## src/rtl/tile_cfg_pkg.sv

```systemverilog
// Shared state type, header field layout and elaboration helpers for the tile config loader.
package tile_cfg_pkg;

  typedef enum logic [2:0] {IDLE, LOAD, WRITE, FWD, DROP} cfg_state_e;

  // Only the low ID_W bits are compared against the header id.
  localparam logic [63:0] BROADCAST_ID = '1;

  function automatic int clog2_f(input int n);
    int r;
    r = 0;
    for (int v = 1; v < n; v = v * 2) r++;
    return r;
  endfunction

  function automatic int ceil_div(input int a, input int b);
    return (a + b - 1) / b;
  endfunction

  function automatic int row_w_f(input int num_wl);
    return (clog2_f(num_wl) < 1) ? 1 : clog2_f(num_wl);
  endfunction

  function automatic int hdr_id_lsb();
    return 0;
  endfunction

  function automatic int hdr_row_lsb(input int id_w);
    return id_w;
  endfunction

endpackage

```

## src/rtl/cfg_out_stage.sv

```systemverilog
// One-entry valid/ready register slice used to forward config words to the next tile.
module cfg_out_stage
  import tile_cfg_pkg::*;
#(
  parameter int WORD_W = 32
) (
  input  logic              clk,
  input  logic              reset,
  input  logic [WORD_W-1:0] in_data,
  input  logic              in_valid,
  input  logic              in_last,
  output logic              in_ready,
  output logic [WORD_W-1:0] out_data,
  output logic              out_valid,
  output logic              out_last,
  input  logic              out_ready
);

  logic [WORD_W-1:0] data_q, data_d;
  logic              valid_q, valid_d;
  logic              last_q, last_d;

  // Accepting while the held word drains gives one word per cycle.
  assign in_ready = !valid_q || out_ready;

  always_comb begin
    data_d  = data_q;
    last_d  = last_q;
    valid_d = valid_q;
    if (out_ready) valid_d = 1'b0;
    if (in_valid && in_ready) begin
      data_d  = in_data;
      last_d  = in_last;
      valid_d = 1'b1;
    end
  end

  always_ff @(posedge clk) begin
    if (reset) begin
      data_q  <= '0;
      last_q  <= 1'b0;
      valid_q <= 1'b0;
    end else begin
      data_q  <= data_d;
      last_q  <= last_d;
      valid_q <= valid_d;
    end
  end

  assign out_data  = data_q;
  assign out_valid = valid_q;
  assign out_last  = last_q;

endmodule

```

## src/rtl/tile_cfg_frame_loader.sv

```systemverilog
// Claims config packets addressed to TILE_ID, writes one bit-line row and forwards the rest.
// Define TILE_CFG_BROADCAST_EN to also load and forward packets with the all-ones id.
module tile_cfg_frame_loader
  import tile_cfg_pkg::*;
#(
  parameter int WORD_W   = 32,
  parameter int BL_WIDTH = 80,
  parameter int NUM_WL   = 4,
  parameter int ID_W     = 8,
  parameter int TILE_ID  = 0,
  parameter int WL_PULSE = 2
) (
  input  logic              clk,
  input  logic              reset,
  input  logic [WORD_W-1:0] cfg_in_data,
  input  logic              cfg_in_valid,
  input  logic              cfg_in_last,
  output logic              cfg_in_ready,
  output logic [WORD_W-1:0] cfg_out_data,
  output logic              cfg_out_valid,
  output logic              cfg_out_last,
  input  logic              cfg_out_ready,
  output logic [0:BL_WIDTH-1] bl,
  output logic [0:NUM_WL-1]   wl,
  output logic              cfg_done,
  output logic              cfg_err,
  output logic [15:0]       frame_cnt
);

  localparam int ROW_W       = row_w_f(NUM_WL);
  localparam int FRAME_WORDS = ceil_div(BL_WIDTH, WORD_W);
  localparam int K_W         = (clog2_f(FRAME_WORDS) < 1) ? 1 : clog2_f(FRAME_WORDS);
  localparam int P_W         = clog2_f(WL_PULSE + 1);
  localparam int ID_LSB      = hdr_id_lsb();
  localparam int ROW_LSB     = hdr_row_lsb(ID_W);

  if (WORD_W < ID_W + ROW_W) begin : g_bad_cfg
    $error("tile_cfg_frame_loader: WORD_W must be at least ID_W + ROW_W");
  end

  cfg_state_e          state_q, state_d;
  logic [ROW_W-1:0]    row_q, row_d;
  logic [K_W-1:0]      k_q, k_d;
  logic [P_W-1:0]      pcnt_q, pcnt_d;
  logic [0:BL_WIDTH-1] bl_buf_q, bl_buf_d;
  logic [0:BL_WIDTH-1] bl_q, bl_d;
  logic [0:NUM_WL-1]   wl_q, wl_d;
  logic                bcast_q, bcast_d;
  logic                live_q, live_d;
  logic                cfg_done_q, cfg_done_d;
  logic                cfg_err_q, cfg_err_d;
  logic [15:0]         frame_cnt_q, frame_cnt_d;

  logic [ID_W-1:0]  hdr_id;
  logic [ROW_W-1:0] hdr_row;
  logic             hdr_match, hdr_bcast, hdr_local, hdr_row_ok;
  logic             os_free, os_in_valid, in_ready, in_xfer;

  assign hdr_id     = cfg_in_data[ID_LSB +: ID_W];
  assign hdr_row    = cfg_in_data[ROW_LSB +: ROW_W];
  assign hdr_match  = (hdr_id == ID_W'(TILE_ID));
  assign hdr_row_ok = (int'(hdr_row) < NUM_WL);
`ifdef TILE_CFG_BROADCAST_EN
  assign hdr_bcast  = (hdr_id == BROADCAST_ID[ID_W-1:0]);
`else
  assign hdr_bcast  = 1'b0;
`endif
  assign hdr_local  = hdr_match || hdr_bcast;

  // IDLE waits for a free out stage since the header may have to be forwarded.
  always_comb begin
    in_ready = 1'b0;
    case (state_q)
      IDLE, FWD: in_ready = os_free;
      LOAD:      in_ready = bcast_q ? os_free : 1'b1;
      DROP:      in_ready = 1'b1;
      default:   in_ready = 1'b0;
    endcase
    in_ready = in_ready && live_q;
  end

  assign in_xfer = cfg_in_valid && in_ready;
  assign live_d  = 1'b1;

  always_comb begin
    state_d     = state_q;
    row_d       = row_q;
    k_d         = k_q;
    pcnt_d      = pcnt_q;
    bl_buf_d    = bl_buf_q;
    bl_d        = bl_q;
    wl_d        = wl_q;
    bcast_d     = bcast_q;
    cfg_done_d  = 1'b0;
    cfg_err_d   = cfg_err_q;
    frame_cnt_d = frame_cnt_q;
    os_in_valid = 1'b0;
    case (state_q)
      IDLE: begin
        if (in_xfer) begin
          if (hdr_local) begin
            if (hdr_row_ok && !cfg_in_last) begin
              state_d = LOAD;
              k_d     = '0;
              row_d   = hdr_row;
              bcast_d = hdr_bcast;
            end else begin
              cfg_err_d = 1'b1;
              state_d   = cfg_in_last ? IDLE : (hdr_bcast ? FWD : DROP);
            end
          end
          if (!hdr_local || hdr_bcast) begin
            os_in_valid = 1'b1;
            if (!hdr_local) state_d = cfg_in_last ? IDLE : FWD;
          end
        end
      end
      LOAD: begin
        if (in_xfer) begin
          os_in_valid = bcast_q;
          // Bits beyond BL_WIDTH in the final word have no slot and are dropped.
          for (int b = 0; b < BL_WIDTH; b++) begin
            if (k_q == K_W'(b / WORD_W)) bl_buf_d[b] = cfg_in_data[b % WORD_W];
          end
          if (k_q == K_W'(FRAME_WORDS - 1)) begin
            if (cfg_in_last) begin
              state_d = WRITE;
              bl_d    = bl_buf_d;
              pcnt_d  = '0;
            end else begin
              cfg_err_d = 1'b1;
              state_d   = bcast_q ? FWD : DROP;
            end
          end else if (cfg_in_last) begin
            cfg_err_d = 1'b1;
            state_d   = IDLE;
          end else begin
            k_d = k_q + K_W'(1);
          end
        end
      end
      WRITE: begin
        // bl was loaded on entry, so the word line rises one cycle later.
        if (pcnt_q == '0) begin
          wl_d         = '0;
          wl_d[row_q]  = 1'b1;
          pcnt_d       = pcnt_q + P_W'(1);
        end else if (pcnt_q != P_W'(WL_PULSE)) begin
          pcnt_d = pcnt_q + P_W'(1);
        end else begin
          wl_d       = '0;
          cfg_done_d = 1'b1;
          if (frame_cnt_q != 16'hFFFF) frame_cnt_d = frame_cnt_q + 16'd1;
          state_d    = IDLE;
        end
      end
      FWD: begin
        if (in_xfer) begin
          os_in_valid = 1'b1;
          if (cfg_in_last) state_d = IDLE;
        end
      end
      DROP: begin
        if (in_xfer && cfg_in_last) state_d = IDLE;
      end
      default: state_d = IDLE;
    endcase
  end

  always_ff @(posedge clk) begin
    if (reset) begin
      state_q     <= IDLE;
      row_q       <= '0;
      k_q         <= '0;
      pcnt_q      <= '0;
      bl_buf_q    <= '0;
      bl_q        <= '0;
      wl_q        <= '0;
      bcast_q     <= 1'b0;
      live_q      <= 1'b0;
      cfg_done_q  <= 1'b0;
      cfg_err_q   <= 1'b0;
      frame_cnt_q <= '0;
    end else begin
      state_q     <= state_d;
      row_q       <= row_d;
      k_q         <= k_d;
      pcnt_q      <= pcnt_d;
      bl_buf_q    <= bl_buf_d;
      bl_q        <= bl_d;
      wl_q        <= wl_d;
      bcast_q     <= bcast_d;
      live_q      <= live_d;
      cfg_done_q  <= cfg_done_d;
      cfg_err_q   <= cfg_err_d;
      frame_cnt_q <= frame_cnt_d;
    end
  end

  cfg_out_stage #(.WORD_W(WORD_W)) u_out_stage (
    .clk       (clk),
    .reset     (reset),
    .in_data   (cfg_in_data),
    .in_valid  (os_in_valid),
    .in_last   (cfg_in_last),
    .in_ready  (os_free),
    .out_data  (cfg_out_data),
    .out_valid (cfg_out_valid),
    .out_last  (cfg_out_last),
    .out_ready (cfg_out_ready)
  );

  assign cfg_in_ready = in_ready;
  assign bl           = bl_q;
  assign wl           = wl_q;
  assign cfg_done     = cfg_done_q;
  assign cfg_err      = cfg_err_q;
  assign frame_cnt    = frame_cnt_q;

endmodule

```

## config.mk

```make
export PLATFORM = sky130hd
export DESIGN_NAME = tile_cfg_frame_loader
export DESIGN_NICKNAME = d
export VERILOG_FILES = /design/src/rtl/tile_cfg_pkg.sv /design/src/rtl/cfg_out_stage.sv /design/src/rtl/tile_cfg_frame_loader.sv
export SDC_FILE = /design/constraint.sdc
export NUM_CORES = 1
export LEC_CHECK = 0
export ABC_AREA = 1
export CORE_ASPECT_RATIO = 0.6
export CORE_MARGIN = 5
export CORE_UTILIZATION = 53
export CTS_CLUSTER_DIAMETER = 200
export DETAILED_ROUTE_END_ITERATION = 12
export PLACE_DENSITY = 0.86
export SETUP_SLACK_MARGIN = 0.02
export SLEW_MARGIN = 0
export SYNTH_ARGS = -nofsm -noshare
export SYNTH_HDL_FRONTEND = slang
export SYNTH_HIERARCHICAL = 1
export SYNTH_SLANG_ARGS = --single-unit
```

## constraint.sdc

```tcl
create_clock -name clk -period 2.45 [get_ports clk]
set_clock_uncertainty 0.15 [all_clocks]
set_input_delay 0.735 -clock clk [delete_from_list [all_inputs] [get_ports clk]]
set_output_delay 0.735 -clock clk [all_outputs]
set_load 0.03 [all_outputs]
```

==> flow_summary.json <==
{
  "status": "completed",
  "drt-total-wl_um": 28030,
  "h-tree-depth": 1,
  "clock-sinks": 226,
  "grt_pass1_wl_um": 43660,
  "core-area_mm2": 0.01797,
  "cts_buffers": 22,
  "ios": 174,
  "end_kind": "output pin",
  "crit_type": "in2out",
  "wl_per_cell_um": 16.70,
  "cts_tree": "done",
  "ff2ff_path_depth": 9,
  "whs_path_depth": 2,
  "fin_tns_setup_ns": 0,
  "cp_top_family": "buffers and inverters",
  "gp_congestion": 0.9489,
  "crit_buf_inv": 4,
  "final_cells": 1679,
  "crit_fanout": 2,
  "setup_slack_ns": 0.03130,
  "min_to": "bl_buf_q[7]$_SDFFE_PP0P_",
  "syn2layout_area_growth_pct": 30.06,
  "stdcell_area_mm2": 0.01255,
  "root_buffer": "clkbuf_16",
  "diodes": 0,
  "antenna_found_initial": 0,
  "drc_errors": 0,
  "syn_avg_cell_area_um2": 7.591,
  "critPathRequiredTime_ns": 1.56,
  "min_from": "bl_buf_q[7]$_SDFFE_PP0P_",
  "post_dp_cell_area_mm2": 0.01177,
  "vias": 9279,
  "finalSetupViolations": 0,
  "cpMaxStageDelayCell": "dlygate4sd2_1",
  "r2r_start": "frame_cnt[0]$_SDFFE_PP0P_",
  "drt_iter0_drc": 785,
  "cpPeakStageDelay_ns": 0.24,
  "crit_arrival_ns": 1.53,
  "drt-pass1-iter-count": 5,
  "power_leakage_nw": 6.500,
  "ant_nets": 0,
  "die_h_um": 114.5,
  "grt_max_degree": 68,
  "start_kind": "primary input",
  "syn_area_mm2": 0.009648,
  "clkLatencyLatePin_ns": 0.50,
  "finalHoldViolations": 0,
  "die_x_um": 184.2,
  "avgViaCountPerCell": 5.527,
  "reg2reg_to": "frame_cnt[12]$_SDFFE_PP0P_",
  "slew_viol_final": 0,
  "hp-class": "reg2reg",
  "dp_hpwl_um": 19790,
  "post-place-ws_ns": -0.2927,
  "rsz0062_at_grt": "true",
  "synth_seq_cells": 226,
  "dp_cells": 1640,
  "p_per_area_mw_per_mm2": 796.1,
  "clock_path_buffers": 3,
  "syn_nets": 1314,
  "dieArea_mm2": 0.02109,
  "initial_core_util_pct": 53.68,
  "critPathMostFrequentCell": "inv_1",
  "rrSetupSlack_ns": 0.41,
  "drv_cap": 0,
  "worst_pin_slew_ns": 0.9863,
  "yosysWarningCount": 6,
  "worstPathCellList": "dlygate4sd2_1 > inv_1 > nand2_2 > nor2_1 > nand2_1 > nand3_1 > inv_1 > buf_6",
  "max_freq_ghz": 0.4134,
  "final_nets": 1468,
  "rows": 38,
  "grt_overflow": 0,
  "fin_hold_ws_ns": 0.2980,
  "port_buffers": 173,
  "grt.total_usage_pct": 25.44,
  "yosysSeqAreaShare_pct": 46.89,
  "ir_drop_uv": 452.0,
  "ys_types": 25,
  "cts.clk_slew.worst_paths_ns": 0.06,
  "drive_above_1_share_pct": 6.671,
  "grt_pass1_vias": 8439,
  "period_share_pct": 98.72,
  "synth_cells": 1271,
  "slew_headroom_pct": 34.17,
  "period_needed_ns": 2.419
}
[registers in the layout, summed over array words and instances, names as in the netlist]
name	flops
bl	80
bl_buf_q	80
cfg_done	1
cfg_err	1
frame_cnt	16
k_q	2
live_q	1
pcnt_q	2
row_q	2
state_q	3
u_out_stage/out_data	32
u_out_stage/out_last	1
u_out_stage/out_valid	1
wl	4
[worst max path at each step]
stage	from	to	slack, ns	cells after the start
after CTS	bl[35]$_SDFFE_PP0P_	bl[35]	0.02	1
after global placement	cfg_out_ready	cfg_in_ready	-0.26	8
after detailed placement	cfg_out_ready	bl[6]$_SDFFE_PP0P_	-0.29	11
final	cfg_out_ready	cfg_in_ready	0.03	8
after global routing	cfg_out_ready	cfg_in_ready	-0.02	8
after floorplan	cfg_out_ready	cfg_in_ready	0.11	7
[cell type report]
| type | instances | area, um^2 |
|---|---|---|
| sequential | 226 | 4526 |
| clock buffer | 33 | 663.1 |
| clock inverter | 5 | 60.06 |
| tap | 240 | 300.3 |
| inverter | 117 | 441.7 |
| timing repair buffer | 222 | 2326 |
| fill | 1427 | 5424 |
| multi-input combinational | 836 | 4232 |
[layout by cell type, fill, tap and decap left out]
master / netlist / layout
a211oi_1: 14 / 14
buf_2: 30 / 1
clkbuf_1: 44 / 5
inv_4: 0 / 1
nand2_2: 1 / 1
nand2_1: 277 / 277
ha_1: 6 / 4
clkbuf_16: 0 / 23
bufinv_16: 0 / 1
o21ai_0: 160 / 160
nor2_4: 1 / 2
nor2_1: 92 / 91
a21oi_4: 0 / 1
dlymetal6s2s_1: 0 / 49
nand3b_1: 1 / 1
o211a_1: 68 / 68
clkinv_2: 0 / 1
o21a_1: 1 / 1
nand4_1: 4 / 4
a21oi_1: 140 / 139
ha_2: 0 / 2
clkdlybuf4s50_1: 0 / 58
nand4_4: 1 / 1
clkinvlp_4: 0 / 1
clkbuf_8: 0 / 5
buf_6: 7 / 1
nor4_1: 1 / 1
xor2_1: 5 / 5
nor3_1: 7 / 7
buf_12: 0 / 15
dfxtp_2: 0 / 1
nand3_1: 54 / 54
clkinv_4: 0 / 2
buf_4: 11 / 34
inv_2: 3 / 3
xnor2_1: 3 / 3
dlygate4sd2_1: 0 / 64
inv_1: 114 / 113
dfxtp_1: 226 / 225
[through the flow]
step | power (mW) | util (%)
final | 9.990 | 69.82
after global routing | 10.50 | 69.82
after floorplan | 5.835 | -
after CTS | 10.05 | 69.13
after detailed placement | 6.712 | 65.49
after global placement | 6.635 | 65.49
[layer usage]
metal	vias up	GRT usage, %	share of wire (%)	routed length (um)
li1	4508	-	-	-
met1	4341	35.52	44	12250
met2	391	39.06	43	12180
met3	39	7.651	11	3032
met4	0	5.810	2.0	571
met5	-	0	0	0
[logic make-up (layout without fill, tap and decap cells)]
| kind of cell | after synthesis | count (layout) | synth area share (%) |
|---|---|---|---|
| AND/OR/NAND/NOR | 439 | 439 | 18.32 |
| AO/OA/AOI/OAI | 383 | 383 | 23.78 |
| flip-flops | 226 | 226 | 46.89 |
| buffers and inverters | 209 | 377 | 9.493 |
| XOR/XNOR | 8 | 8 | 0.7263 |
| adder cells (fa/ha/maj) | 6 | 6 | 0.7781 |
[synthesized netlist by cell type]
cell | n | area [um^2]
nand2_1 | 277 | 1040
dfxtp_1 | 226 | 4524
o21ai_0 | 160 | 800.8
a21oi_1 | 140 | 700.7
inv_1 | 114 | 427.9
nor2_1 | 92 | 345.3
o211a_1 | 68 | 680.7
nand3_1 | 54 | 270.3
clkbuf_1 | 44 | 165.2
buf_2 | 30 | 150.1
a211oi_1 | 14 | 105.1
buf_4 | 11 | 82.58
buf_6 | 7 | 78.83
nor3_1 | 7 | 35.03
ha_1 | 6 | 75.07
xor2_1 | 5 | 43.79
nand4_1 | 4 | 25.02
inv_2 | 3 | 11.26
xnor2_1 | 3 | 26.28
nand2_2 | 1 | 6.260
nand3b_1 | 1 | 7.510
nand4_4 | 1 | 21.27
nor2_4 | 1 | 11.26
nor4_1 | 1 | 6.260
o21a_1 | 1 | 7.510
[worst register-to-register path, cell delays in order, from the launching register on]
cell     delay (ns)
dfxtp_1        0.42
ha_1           0.20
nand3_1        0.15
nor2_1         0.21
nand4_1        0.20
nand2_1        0.12
inv_1          0.21
nand3_1        0.17
nand2_1        0.07
nor2_1         0.10
[power breakdown]
part	leakage, nW	switching [mW]	internal, mW	total, mW
Sequential	1.83	0.165	3.96	4.12
Clock	0.352	1.39	1.98	3.36
Combinational	4.32	1.60	0.908	2.51
Total	6.50	3.15	6.84	9.99
[what timing repair did]
item                                   in CTS  in global routing
buffers inserted                            1                  0
pin swaps                                   1                  0
endpoints found under the hold margin       0                  0
setup endpoints to repair                  64                 50
hold buffers                                0                  0
gates resized for setup                    65                 50
(Power assumes the default switching activity.)
